### src/rtl/pipe_hazard_ctrl.sv
// Pipeline hazard controller: load-use and branch-operand stalls, decode flush,
// a multi-cycle mult/div busy tracker, sticky start error and a stall counter.
module pipe_hazard_ctrl #(
    parameter int MUL_LAT = 4,
    parameter int DIV_LAT = 32,
    parameter int CNT_W   = 16
) (
    input  logic             clk_i,
    input  logic             reset_i,
    input  logic [4:0]       rs_d_i,
    input  logic [4:0]       rt_d_i,
    input  logic             branch_d_i,
    input  logic             pc_src_d_i,
    input  logic             jump_d_i,
    input  logic             mdu_use_d_i,
    input  logic             memtoreg_e_i,
    input  logic             regwrite_e_i,
    input  logic [4:0]       write_reg_e_i,
    input  logic             memtoreg_m_i,
    input  logic [4:0]       write_reg_m_i,
    input  logic             mdu_start_e_i,
    input  logic             mdu_div_e_i,
    output logic             stall_f_o,
    output logic             en_d_o,
    output logic             flush_d_o,
    output logic             flush_e_o,
    output logic             mdu_busy_o,
    output logic             mdu_done_o,
    output logic             mdu_err_o,
    output logic [CNT_W-1:0] stall_cnt_o
);

    localparam int CW = $clog2(DIV_LAT + 1);

    localparam logic [0:0] ST_IDLE = 1'b0;
    localparam logic [0:0] ST_BUSY = 1'b1;

    localparam logic [CW-1:0] MUL_LOAD = CW'(MUL_LAT - 1);
    localparam logic [CW-1:0] DIV_LOAD = CW'(DIV_LAT - 1);

    logic [0:0]       state_q, state_d;
    logic [CW-1:0]    cnt_q, cnt_d;
    logic             err_q, err_d;
    logic [CNT_W-1:0] stall_cnt_q, stall_cnt_d;

    logic busy;
    logic done;
    logic e_hit;
    logic m_hit;
    logic lw_stall;
    logic br_stall;
    logic mdu_stall;
    logic stall_d;

    // MDU terms read as idle while reset is asserted so nothing stalls on them
    assign busy = (state_q == ST_BUSY) && !reset_i;
    assign done = busy && (cnt_q == '0);

    assign e_hit = (write_reg_e_i != 5'd0) &&
                   ((write_reg_e_i == rs_d_i) || (write_reg_e_i == rt_d_i));
    assign m_hit = (write_reg_m_i != 5'd0) &&
                   ((write_reg_m_i == rs_d_i) || (write_reg_m_i == rt_d_i));

    assign lw_stall  = memtoreg_e_i && e_hit;
    assign br_stall  = branch_d_i &&
                       ((regwrite_e_i && e_hit) || (memtoreg_m_i && m_hit));
    assign mdu_stall = mdu_use_d_i && busy;
    assign stall_d   = lw_stall || br_stall || mdu_stall;

    assign stall_f_o   = stall_d;
    assign en_d_o      = !stall_d;
    assign flush_e_o   = stall_d;
    assign flush_d_o   = (pc_src_d_i || jump_d_i) && !stall_d;
    assign mdu_busy_o  = busy;
    assign mdu_done_o  = done;
    assign mdu_err_o   = err_q;
    assign stall_cnt_o = stall_cnt_q;

    always_comb begin
        state_d     = state_q;
        cnt_d       = cnt_q;
        err_d       = err_q;
        stall_cnt_d = stall_cnt_q;
        if (reset_i) begin
            state_d     = ST_IDLE;
            cnt_d       = '0;
            err_d       = 1'b0;
            stall_cnt_d = '0;
        end else begin
            case (state_q)
                ST_IDLE: begin
                    if (mdu_start_e_i) begin
                        state_d = ST_BUSY;
                        cnt_d   = mdu_div_e_i ? DIV_LOAD : MUL_LOAD;
                    end
                end
                ST_BUSY: begin
                    // a start while busy is dropped, only flagged
                    if (mdu_start_e_i) begin
                        err_d = 1'b1;
                    end
                    if (cnt_q == '0) begin
                        state_d = ST_IDLE;
                    end else begin
                        cnt_d = cnt_q - CW'(1);
                    end
                end
                default: begin
                    state_d = ST_IDLE;
                    cnt_d   = '0;
                end
            endcase
            if (stall_d && (stall_cnt_q != '1)) begin
                stall_cnt_d = stall_cnt_q + CNT_W'(1);
            end
        end
    end

    always_ff @(posedge clk_i) begin
        state_q     <= state_d;
        cnt_q       <= cnt_d;
        err_q       <= err_d;
        stall_cnt_q <= stall_cnt_d;
    end

endmodule

### config.mk
export PLATFORM = sky130hd
export DESIGN_NAME = pipe_hazard_ctrl
export DESIGN_NICKNAME = d
export VERILOG_FILES = /design/src/rtl/pipe_hazard_ctrl.sv
export SDC_FILE = /design/constraint.sdc
export NUM_CORES = 1
export LEC_CHECK = 0
export CAP_MARGIN = 30
export CELL_PAD_IN_SITES_DETAIL_PLACEMENT = 1
export CELL_PAD_IN_SITES_GLOBAL_PLACEMENT = 2
export CORE_MARGIN = 1.5
export CORE_UTILIZATION = 25
export CTS_CLUSTER_SIZE = 40
export DETAILED_ROUTE_END_ITERATION = 8
export GPL_TIMING_DRIVEN = 0
export PLACE_DENSITY_LB_ADDON = 0.12
export REMOVE_ABC_BUFFERS = 1
export SLEW_MARGIN = 20
export SYNTH_ARGS = -nofsm -noshare
export SYNTH_HDL_FRONTEND = slang
export SYNTH_SLANG_ARGS = --single-unit
### constraint.sdc
create_clock -name clk_i -period 2.62 [get_ports clk_i]
set_input_delay 0.393 -clock clk_i [delete_from_list [all_inputs] [get_ports clk_i]]
set_output_delay 0.393 -clock clk_i [all_outputs]
set_load 0.02 [all_outputs]
==> results.ini, run 1 <==
[global_route]
grt_antenna_before_repair=0
grt_pass1_wl_mm=7.00
grt_max_degree=19
track_usage_pct=13.9
grt_pass1_vias=1444
grt_overflow=0

[timing]
finalCritPeriodShare_pct=93.3
rsz0062_at_grt=no
finalCriticalPeriod_ns=2.44
worst_pin_slew_ns=0.532
fin_skew_ns=0.00239
slew_viol_final=0
worst_slack_ns=0.176
maxClockFrequency_mhz=409
hold_viol=0
slew_headroom_pct=64.5
setup_viol=0

[logic_synthesis]
synth_flop_cell=dfxtp_1
synth.most_common_cell=xnor2_1
netlist_area_mm2=0.00152
synth_largest_area_cell=dfxtp_1
synth_area_leaders=dfxtp_1, xnor2_1, nor2_1, nand3_1, a211oi_1
synthCells=184
yosysUniqueCellTypes=39
synthArstFlopShare_pct=0
syn_avg_cell_area_um2=8.24
synth-edff-count=0
ys_warn_count=0
synthTopCellsByCount=xnor2_1, nor2_1, dfxtp_1
synth_top_area_share_pct=31.7
ys_seq_area_share_pct=31.7
synth_seq_cells=24

[flow_run]
cap_violations=0

[placed_design]
globalplace.congestion=0.699
place_hpwl_mm=3.24
port_buffers=53
dp.cells=308
dpl_worst_slack_ns=-0.731

[detailed_routing]
num_vias=1463
viasPerCell=4.66
drt-total-wl_mm=4.29
drtPass1Iterations=4
ant_nets=0
drc=0
wl_per_cell_um=13.7
drt_iter0_drc=23

[power]
p_leak_nw=0.783
max-vdd-ir-drop_mv=0.159
total_power_mw=0.880
powerDensity_mw_per_mm2=399

[clock_network]
clk_latency_ns=0.27
htree_levels=1
cts_tree=yes
clk_pin_slew_worst_paths_ns=0.09
clock-sinks=24
postCtsHoldBufs=0
cts-root-buf=clkbuf_8
cts_max_path_buffers=2
cts_made_buffers=3

[layout]
fillers=710
area_delta_synth_final_pct=45.5
drive_gt1_share_pct=8.79
post-route-util_pct=37.5
insertedDiodeCount=0
final_cells=314
nNetsFinal=273

[die]
dieArea_mm2=0.00654
ioPinCount=54
num_rows=28
fp.dieW_um=80.9
die_h_um=80.9
start_util_pct=25.8
fp.coreArea_mm2=0.00589

[setup_path]
cp_top_family=buffers and inverters
arrival_ns=2.05
worst-path-buf-inv=3
crit_path_cell_trace=dlygate4sd2_1 > or3_1 > o311a_1 > a22oi_4 > nand2_4 > inv_1 > clkdlybuf4s15_2
critPathSlowestCell=or3_1
cp-end-kind=primary output
crit_path_max_incr_delay_ns=0.37
crit_fanout=5
worst_setup_path_start_kind=input pin
required_ns=2.23
crit_type=in2out

[status]
status=finished, final reports clean

[worst_hold_path]
hp-class=reg2reg

-- worst paths after layout --
| path | slack (ns) | cells past startpoint | start | end |
|---|---|---|---|---|
| min | 0.49 | 2 | mdu_err_o | mdu_err_o |
| max reg2reg | 0.49 | 7 | stall_cnt_o[8] | stall_cnt_o[8] |
| min reg2reg | 0.49 | 2 | mdu_err_o | mdu_err_o |
| max | 0.18 | 7 | write_reg_m_i[0] | en_d_o |
-- power by group --
part / total [mW] / leakage, nW / switching [mW] / internal (mW)
Clock: 0.258 / 0.0288 / 0.123 / 0.134
Sequential: 0.396 / 0.195 / 0.0167 / 0.379
Combinational: 0.227 / 0.559 / 0.111 / 0.116
-- stage by stage --
stage / hold slack (ns) / instance area (um^2) / TNS, ns
after global placement: 0.462 / 2120 / -7.92
after detailed placement: 0.472 / 2130 / -3.38
after CTS: 0.495 / 2200 / 0
final: 0.486 / 2210 / 0
after floorplan: 0.462 / 1490 / 0
after global routing: 0.533 / 2210 / 0
-- cells by family (layout without fill, tap and decap cells) --
| kind of cell | after synthesis | in the layout | synth area share, % |
|---|---|---|---|
| simple gates | 83 | 83 | 28.0 |
| compound gates | 32 | 32 | 15.9 |
| xor+xnor | 28 | 28 | 16.2 |
| flops | 24 | 24 | 31.7 |
| buf+inv | 10 | 65 | 2.72 |
| mux | 5 | 5 | 3.88 |
| fa+ha+maj | 2 | 2 | 1.65 |
-- sequential cells by signal, indices dropped and copies added (netlist names) --
signal and count:
mdu_err_o 1, state_q 1, stall_cnt_o 16, cnt_q 6
-- worst reg2reg max path: cells and delay by family, from the launching register on --
family | cells | cell delay, ns
simple gates | 4 | 0.88
compound gates | 3 | 0.78
flops | 1 | 0.36
-- area by class of cell --
type	instances	area, um^2	area share (%)
multi-input cells	150	1000	45.4
repair buffers	56	556	25.2
flip-flops and latches	24	480	21.8
well taps	75	93.8	4.25
clock buffers	4	55.1	2.50
inverters	5	18.8	0.851
-- metal layers --
metal / vias to the layer above / wire length, um / GRT usage (%)
met5: - / 0 / 0
met4: 0 / 42 / 5.17
met3: 4 / 225 / 2.36
met2: 38 / 1760 / 20.3
met1: 665 / 2260 / 20.1
li1: 756 / - / -
-- placed cells by master, fill, tap and decap left out, drive strengths merged, types with 3 or more instances in the layout --
master,netlist,layout
clkbuf,4,4
inv,5,5
dlygate4sd2,0,3
and3,5,5
a21oi,10,10
nor3,4,4
nor2,26,26
clkdlybuf4s50,0,45
nand3,12,12
nand2,12,12
a31oi,3,3
xnor2,28,28
mux2,4,4
a211oi,8,8
clkdlybuf4s15,0,3
dfxtp,24,24
nand4,3,3
nor2b,8,8
and2,3,3
buf,1,4
-- timing repair --
item	in CTS	in global routing
endpoints found under the setup margin	6	4
buffers inserted	2	0
pin swaps	1	1
resized for setup	15	2
Note: power is estimated with default switching activity, not from simulation.
==> run 2, diff against run 1 <==
==> constraint.sdc (replaced) <==
create_clock -name clk_i -period 2.62 [get_ports clk_i]
set_input_delay 0.524 -clock clk_i [delete_from_list [all_inputs] [get_ports clk_i]]
set_output_delay 0.524 -clock clk_i [all_outputs]
set_load 0.02 [all_outputs]
==> run 2 against run 1 <==
  * Via count increased by 0.48%
  * Clock power hardly changed
  * Largest cell class unchanged
  * Sequential share of layout area fell by 0.14 points
  * Critical path type unchanged
  * Hold slack hardly changed
  * Critical path depth down 1
  * Utilization is 0.23 points higher
  * Power is 0.98% higher
  * Highest routed layer unchanged
  * Global-route usage is essentially flat
==> results.ini, run 2 (synthesized netlist as in run 1, its figures left out) <==
[global_route]
track_usage_pct=13.8  ; was 13.9%
grt_pass1_wl_mm=6.97  ; was 7.00 mm
grt_overflow=0  ; unchanged
grt_max_degree=19  ; unchanged
grt_antenna_before_repair=0  ; unchanged
grt_pass1_vias=1436  ; was 1444

[power]
powerDensity_mw_per_mm2=401  ; was 399 mW/mm^2
max-vdd-ir-drop_mv=0.159  ; about the same
p_leak_nw=0.785  ; was 0.783 nW

[worst_hold_path]
hold_path_startpoint=mdu_err_o  ; unchanged
hp-class=reg2reg  ; unchanged
hold_depth=2  ; unchanged
min_to=mdu_err_o  ; unchanged

[setup_path]
cp-end-kind=primary output  ; unchanged
required_ns=2.10  ; was 2.23 ns
worst_setup_path_start_kind=input pin  ; unchanged
critPathSlowestCell=clkdlybuf4s50_1  ; was or3_1
r2r-start=stall_cnt_o[8]  ; unchanged
arrival_ns=2.02  ; was 2.05 ns
crit_path_max_incr_delay_ns=0.48  ; was 0.37 ns
r2r_cells=7  ; unchanged
rrSetupSlack_ns=0.49  ; about the same
worstSetupStartpoint=write_reg_m_i[3]  ; was write_reg_m_i[0]
r2r-end=stall_cnt_o[5]  ; was stall_cnt_o[8]
crit_type=in2out  ; unchanged
crit_fanout=5  ; unchanged
crit_path_cell_trace=clkdlybuf4s50_1 > o311a_1 > a22oi_4 > nand2_4 > nor2_4 > buf_6  ; was dlygate4sd2_1 > or3_1 > o311a_1 > a22oi_4 > nand2_4 > inv_1 > clkdlybuf4s15_2

[timing]
fin_skew_ns=0.00212  ; was 0.00239 ns
finalCriticalPeriod_ns=2.55  ; was 2.44 ns
hold_viol=0  ; unchanged
rsz0062_at_grt=no  ; unchanged
slew_viol_final=0  ; unchanged
worst_pin_slew_ns=0.401  ; was 0.532 ns
slew_headroom_pct=73.2  ; was 64.5%
worst_slack_ns=0.0710  ; was 0.176 ns
hold_slack_ns=0.486  ; about the same
maxClockFrequency_mhz=392  ; was 409 MHz
setup_viol=0  ; unchanged
finalCritPeriodShare_pct=97.3  ; was 93.3%

[layout]
area_delta_synth_final_pct=46.4  ; was 45.5%
insertedDiodeCount=0  ; unchanged
final_cells=315  ; was 314
mostFrequentLayoutCell=clkdlybuf4s50_1  ; unchanged
final_cell_mix=clkdlybuf4s50_1, xnor2_1, nor2_1, dfxtp_1, nand3_1  ; unchanged
fin_area_mm2=0.00222  ; was 0.00221 mm^2
drive_gt1_share_pct=14.2  ; was 8.79%
largest_register_ff_count=16  ; unchanged
fillers=706  ; was 710
nNetsFinal=274  ; was 273
regArea_um2=480  ; unchanged
multi_input_area_mm2=0.00103  ; was 0.00100 mm^2

[detailed_routing]
drt-total-wl_mm=4.28  ; was 4.29 mm
viasPerCell=4.67  ; was 4.66
drt_iter0_drc=31  ; was 23
num_vias=1470  ; was 1463
wl_per_cell_um=13.6  ; was 13.7 um
drc=0  ; unchanged
ant_nets=0  ; unchanged
drtPass1Iterations=4  ; unchanged

[placed_design]
place_hpwl_mm=3.24  ; unchanged
dpl_worst_slack_ns=-0.993  ; was -0.731 ns
dp.cells=308  ; unchanged
postPlaceCellArea_mm2=0.00213  ; unchanged
port_buffers=53  ; unchanged
globalplace.congestion=0.699  ; unchanged

[die]
fp.coreArea_mm2=0.00589  ; unchanged
ioPinCount=54  ; unchanged
fp.dieW_um=80.9  ; unchanged
num_rows=28  ; unchanged
die_h_um=80.9  ; unchanged
dieArea_mm2=0.00654  ; unchanged
start_util_pct=25.8  ; unchanged

[clock_network]
cts_tree=yes  ; unchanged
cts_max_path_buffers=2  ; unchanged
clock-sinks=24  ; unchanged
cts-root-buf=clkbuf_8  ; unchanged
htree_levels=1  ; unchanged
clk_latency_ns=0.27  ; about the same
clk_pin_slew_worst_paths_ns=0.09  ; about the same
cts_made_buffers=3  ; unchanged
postCtsHoldBufs=0  ; unchanged

[flow_run]
cap_violations=0  ; unchanged

[status]
status=finished, final reports clean  ; unchanged

==> run 2: cell count changes in the layout (fill, tap and decap cells not counted), sizes merged <==
cell           change
dlygate4sd2        -3
buf                +4
clkbuf             +3
dlymetal6s2s       -1
clkdlybuf4s15      -2
==> run 2: routing by layer <==
metal	up-vias	GRT usage (%)	wire, um
met5	-	0	0
met4	0	5.17	42
met3	4	2.36	227
met2	38	20.2	1760
met1	671	20.1	2250
li1	757	-	-
==> run 2: repair_timing <==
action,CTS,global route
gates resized for setup,24,16
gates cloned,0,0
pin swaps,1,4
setup buffers,2,1
endpoints found under the setup margin,6,7
hold endpoints to repair,0,0
==> run 2: worst max-delay path by stage <==
stage / endpoint / slack, ns / cells past startpoint
floorplan: flush_d_o / -0.19 / 5
global placement: flush_d_o / -1.13 / 6
detailed placement: flush_d_o / -0.99 / 7
CTS: flush_d_o / -0.04 / 7
global route: flush_d_o / 0.002 / 6
finish: flush_d_o / 0.07 / 6
==> run 2: through the flow <==
stage	power (mW)	setup TNS (ns)	utilization, %
finish	0.889	0	37.7
global route	0.947	0	37.7
CTS	0.896	-0.0413	37.1
detailed placement	0.633	-6.16	36.2
global placement	0.630	-11.59	36.0
floorplan	0.519	-0.238	-
==> run 2: critical path: cells and delay by family <==
kind                   cells  cell delay (ns)
and+or+nand+nor            2             0.22
AOI/OAI and AO/OA          2             0.68
buffers and inverters      2             0.59
==> run 2: final cells by class <==
type	instances	area share [%]
clock buffers	4	2.48
inverters	5	0.846
multi-input cells	150	46.3
flip-flops and latches	24	21.6
well taps	75	4.23
repair buffers	57	24.5
==> run 2: report_power, final <==
| group | switching, mW | internal, mW | leakage (nW) |
|---|---|---|---|
| sequential | 0.0175 | 0.379 | 0.195 |
| clock | 0.124 | 0.134 | 0.0288 |
| combinational | 0.114 | 0.121 | 0.561 |
| total | 0.255 | 0.634 | 0.785 |
==> run 3, diff against run 2 <==
Settings changed: CORE_ASPECT_RATIO set to 0.6.
==> run 3 against run 2 <==
  * Utilization is 1.0 points higher
  * Power is 8.4% higher
  * Largest cell class unchanged
  * Wire length is 6.5% higher
  * Combinational power hardly changed
  * Cell count is 0.95% higher
  * Cell area is 0.56% lower
  * First-iteration DRC count is 39% higher
  * Die area is 0.23% higher
  * Clock skew is 0.0049 ns higher
  * Register-to-register slack worse by 0.05 ns
  * Global-route usage is 0.95 points higher
==> results.ini, run 3 (synthesized netlist as in run 1, its figures left out) <==
[timing]
maxClockFrequency_mhz=397  ; was 392 MHz
finalCritPeriodShare_pct=96.1  ; was 97.3%
setup_viol=0  ; unchanged
hold_viol=0  ; unchanged
fin_skew_ns=0.00697  ; was 0.00212 ns
finalCriticalPeriod_ns=2.52  ; was 2.55 ns
slew_viol_final=0  ; unchanged
rsz0062_at_grt=no  ; unchanged
worst_slack_ns=0.101  ; was 0.0710 ns
worst_pin_slew_ns=0.595  ; was 0.401 ns
slew_headroom_pct=60.3  ; was 73.2%

[power]
pwr-share-clk_pct=34.8  ; was 29.0%
powerDensity_mw_per_mm2=437  ; was 401 mW/mm^2
max-vdd-ir-drop_mv=0.200  ; was 0.159 mV
internal-power_mw=0.698  ; was 0.634 mW
p_leak_nw=0.782  ; was 0.785 nW
p_sw_share_pct=27.6  ; was 28.7%
seq_power_share_pct=41.1  ; was 44.6%
p_comb_share_pct=24.1  ; was 26.4%
power_switching_mw=0.266  ; was 0.255 mW

[worst_hold_path]
hold_depth=2  ; unchanged
hp-class=reg2reg  ; unchanged

[layout]
fillers=689  ; was 706
multi_input_area_mm2=0.00103  ; about the same
post-route-util_pct=38.7  ; was 37.7%
final_cell_mix=clkdlybuf4s50_1, xnor2_1, nor2_1, dfxtp_1, nand3_1  ; unchanged
largest_register_ff_count=16  ; unchanged
mostFrequentLayoutCell=clkdlybuf4s50_1  ; unchanged
insertedDiodeCount=0  ; unchanged
drive_gt1_share_pct=13.4  ; was 14.2%
nNetsFinal=272  ; was 274
regArea_um2=480  ; unchanged
area_delta_synth_final_pct=45.5  ; was 46.4%
final_cells=318  ; was 315

[global_route]
grt_antenna_before_repair=0  ; unchanged
grt_overflow=0  ; unchanged
grt_max_degree=31  ; was 19
grt_pass1_wl_mm=7.80  ; was 6.97 mm
track_usage_pct=14.8  ; was 13.8%
grt_pass1_vias=1548  ; was 1436

[detailed_routing]
ant_nets=0  ; unchanged
viasPerCell=4.67  ; unchanged
drt_iter0_drc=43  ; was 31
wl_per_cell_um=14.3  ; was 13.6 um
top_layer=met4  ; unchanged
num_vias=1484  ; was 1470
drt-total-wl_mm=4.56  ; was 4.28 mm
wl_met2_mm=1.72  ; was 1.76 mm
drc=0  ; unchanged
wl_met3_um=209  ; was 227 um
drtPass1Iterations=4  ; unchanged
wirelength_met1_mm=2.58  ; was 2.25 mm

[setup_path]
worst_setup_path_start_kind=input pin  ; unchanged
r2r_cells=7  ; unchanged
required_ns=2.10  ; about the same
crit_type=in2out  ; unchanged
rrSetupSlack_ns=0.44  ; was 0.49 ns
cp-end-kind=primary output  ; unchanged
crit_fanout=5  ; unchanged
arrival_ns=1.99  ; was 2.02 ns
crit_path_max_incr_delay_ns=0.38  ; was 0.48 ns
crit_path_cell_trace=clkbuf_2 > or3_1 > o311a_1 > a22oi_4 > nand2_2 > nor2_1 > buf_4  ; was clkdlybuf4s50_1 > o311a_1 > a22oi_4 > nand2_4 > nor2_4 > buf_6
critPathSlowestCell=or3_1  ; was clkdlybuf4s50_1

[clock_network]
cts_tree=yes  ; unchanged
clock-sinks=24  ; unchanged
htree_levels=1  ; unchanged
cts_made_buffers=3  ; unchanged
postCtsHoldBufs=0  ; unchanged
cts_max_path_buffers=2  ; unchanged
clk_pin_slew_worst_paths_ns=0.09  ; about the same
clk_latency_ns=0.27  ; about the same
cts-root-buf=clkbuf_8  ; unchanged

[status]
status=finished, final reports clean  ; unchanged

[die]
num_rows=21  ; was 28
fp.dieW_um=104  ; was 80.9 um
fp.coreArea_mm2=0.00570  ; was 0.00589 mm^2
die_h_um=63.3  ; was 80.9 um
dieArea_mm2=0.00656  ; was 0.00654 mm^2
ioPinCount=54  ; unchanged
start_util_pct=26.6  ; was 25.8%

[placed_design]
port_buffers=53  ; unchanged
dpl_worst_slack_ns=-1.04  ; was -0.993 ns
globalplace.congestion=0.747  ; was 0.699
dp.cells=312  ; was 308
place_hpwl_mm=3.50  ; was 3.24 mm

[flow_run]
cap_violations=0  ; unchanged

[run 3: power by group through the flow]
| stage | registers (mW) | clock network, mW | logic, mW |
|---|---|---|---|
| after floorplan | 0.403 | 0 | 0.116 |
| after global placement | 0.405 | 0 | 0.233 |
| after detailed placement | 0.404 | 0 | 0.230 |
| after CTS | 0.395 | 0.351 | 0.230 |
| after global routing | 0.400 | 0.367 | 0.254 |
| final | 0.396 | 0.336 | 0.232 |
[run 3: what timing repair did]
action,4_1_cts,5_1_grt
pin swaps,1,4
buffers inserted,2,0
gates resized for setup,22,12
setup endpoints to repair,5,7
[run 3: through the flow]
stage	hold slack (ns)	area, um^2	power, mW	setup TNS, ns
2_1_floorplan	0.466	1490	0.519	-0.238
3_3_place_gp	0.458	2120	0.637	-12.80
6_report	0.500	2210	0.964	0
3_5_place_dp	0.472	2120	0.634	-5.71
4_1_cts	0.501	2190	0.976	-0.0194
5_1_grt	0.552	2210	1.02	0
[run 3: metal layers]
metal / vias up / track usage [%]
met5: - / 0
met4: 0 / 4.17
met3: 4 / 3.73
met2: 34 / 21.0
met1: 692 / 21.8
li1: 754 / -
[run 3: final timing paths]
kind / startpoint / end
setup / recovery: write_reg_m_i[2] / flush_d_o
hold / removal: mdu_err_o / mdu_err_o
setup reg to reg: stall_cnt_o[2] / stall_cnt_o[5]
hold reg to reg: mdu_err_o / mdu_err_o
[run 3: cell type report]
type                       instances  area share [%]
tap                               80            4.54
clock buffer                       3            1.87
clock inverter                     1            1.36
timing repair buffer              55            23.1
sequential                        24            21.8
inverter                           5           0.850
multi-input combinational        150            46.5
[run 3: critical path, delay by kind of cell]
family                 cells  cell delay, ns
AOI/OAI and AO/OA          2            0.61
buffers and inverters      2            0.27
and+or+nand+nor            3            0.60
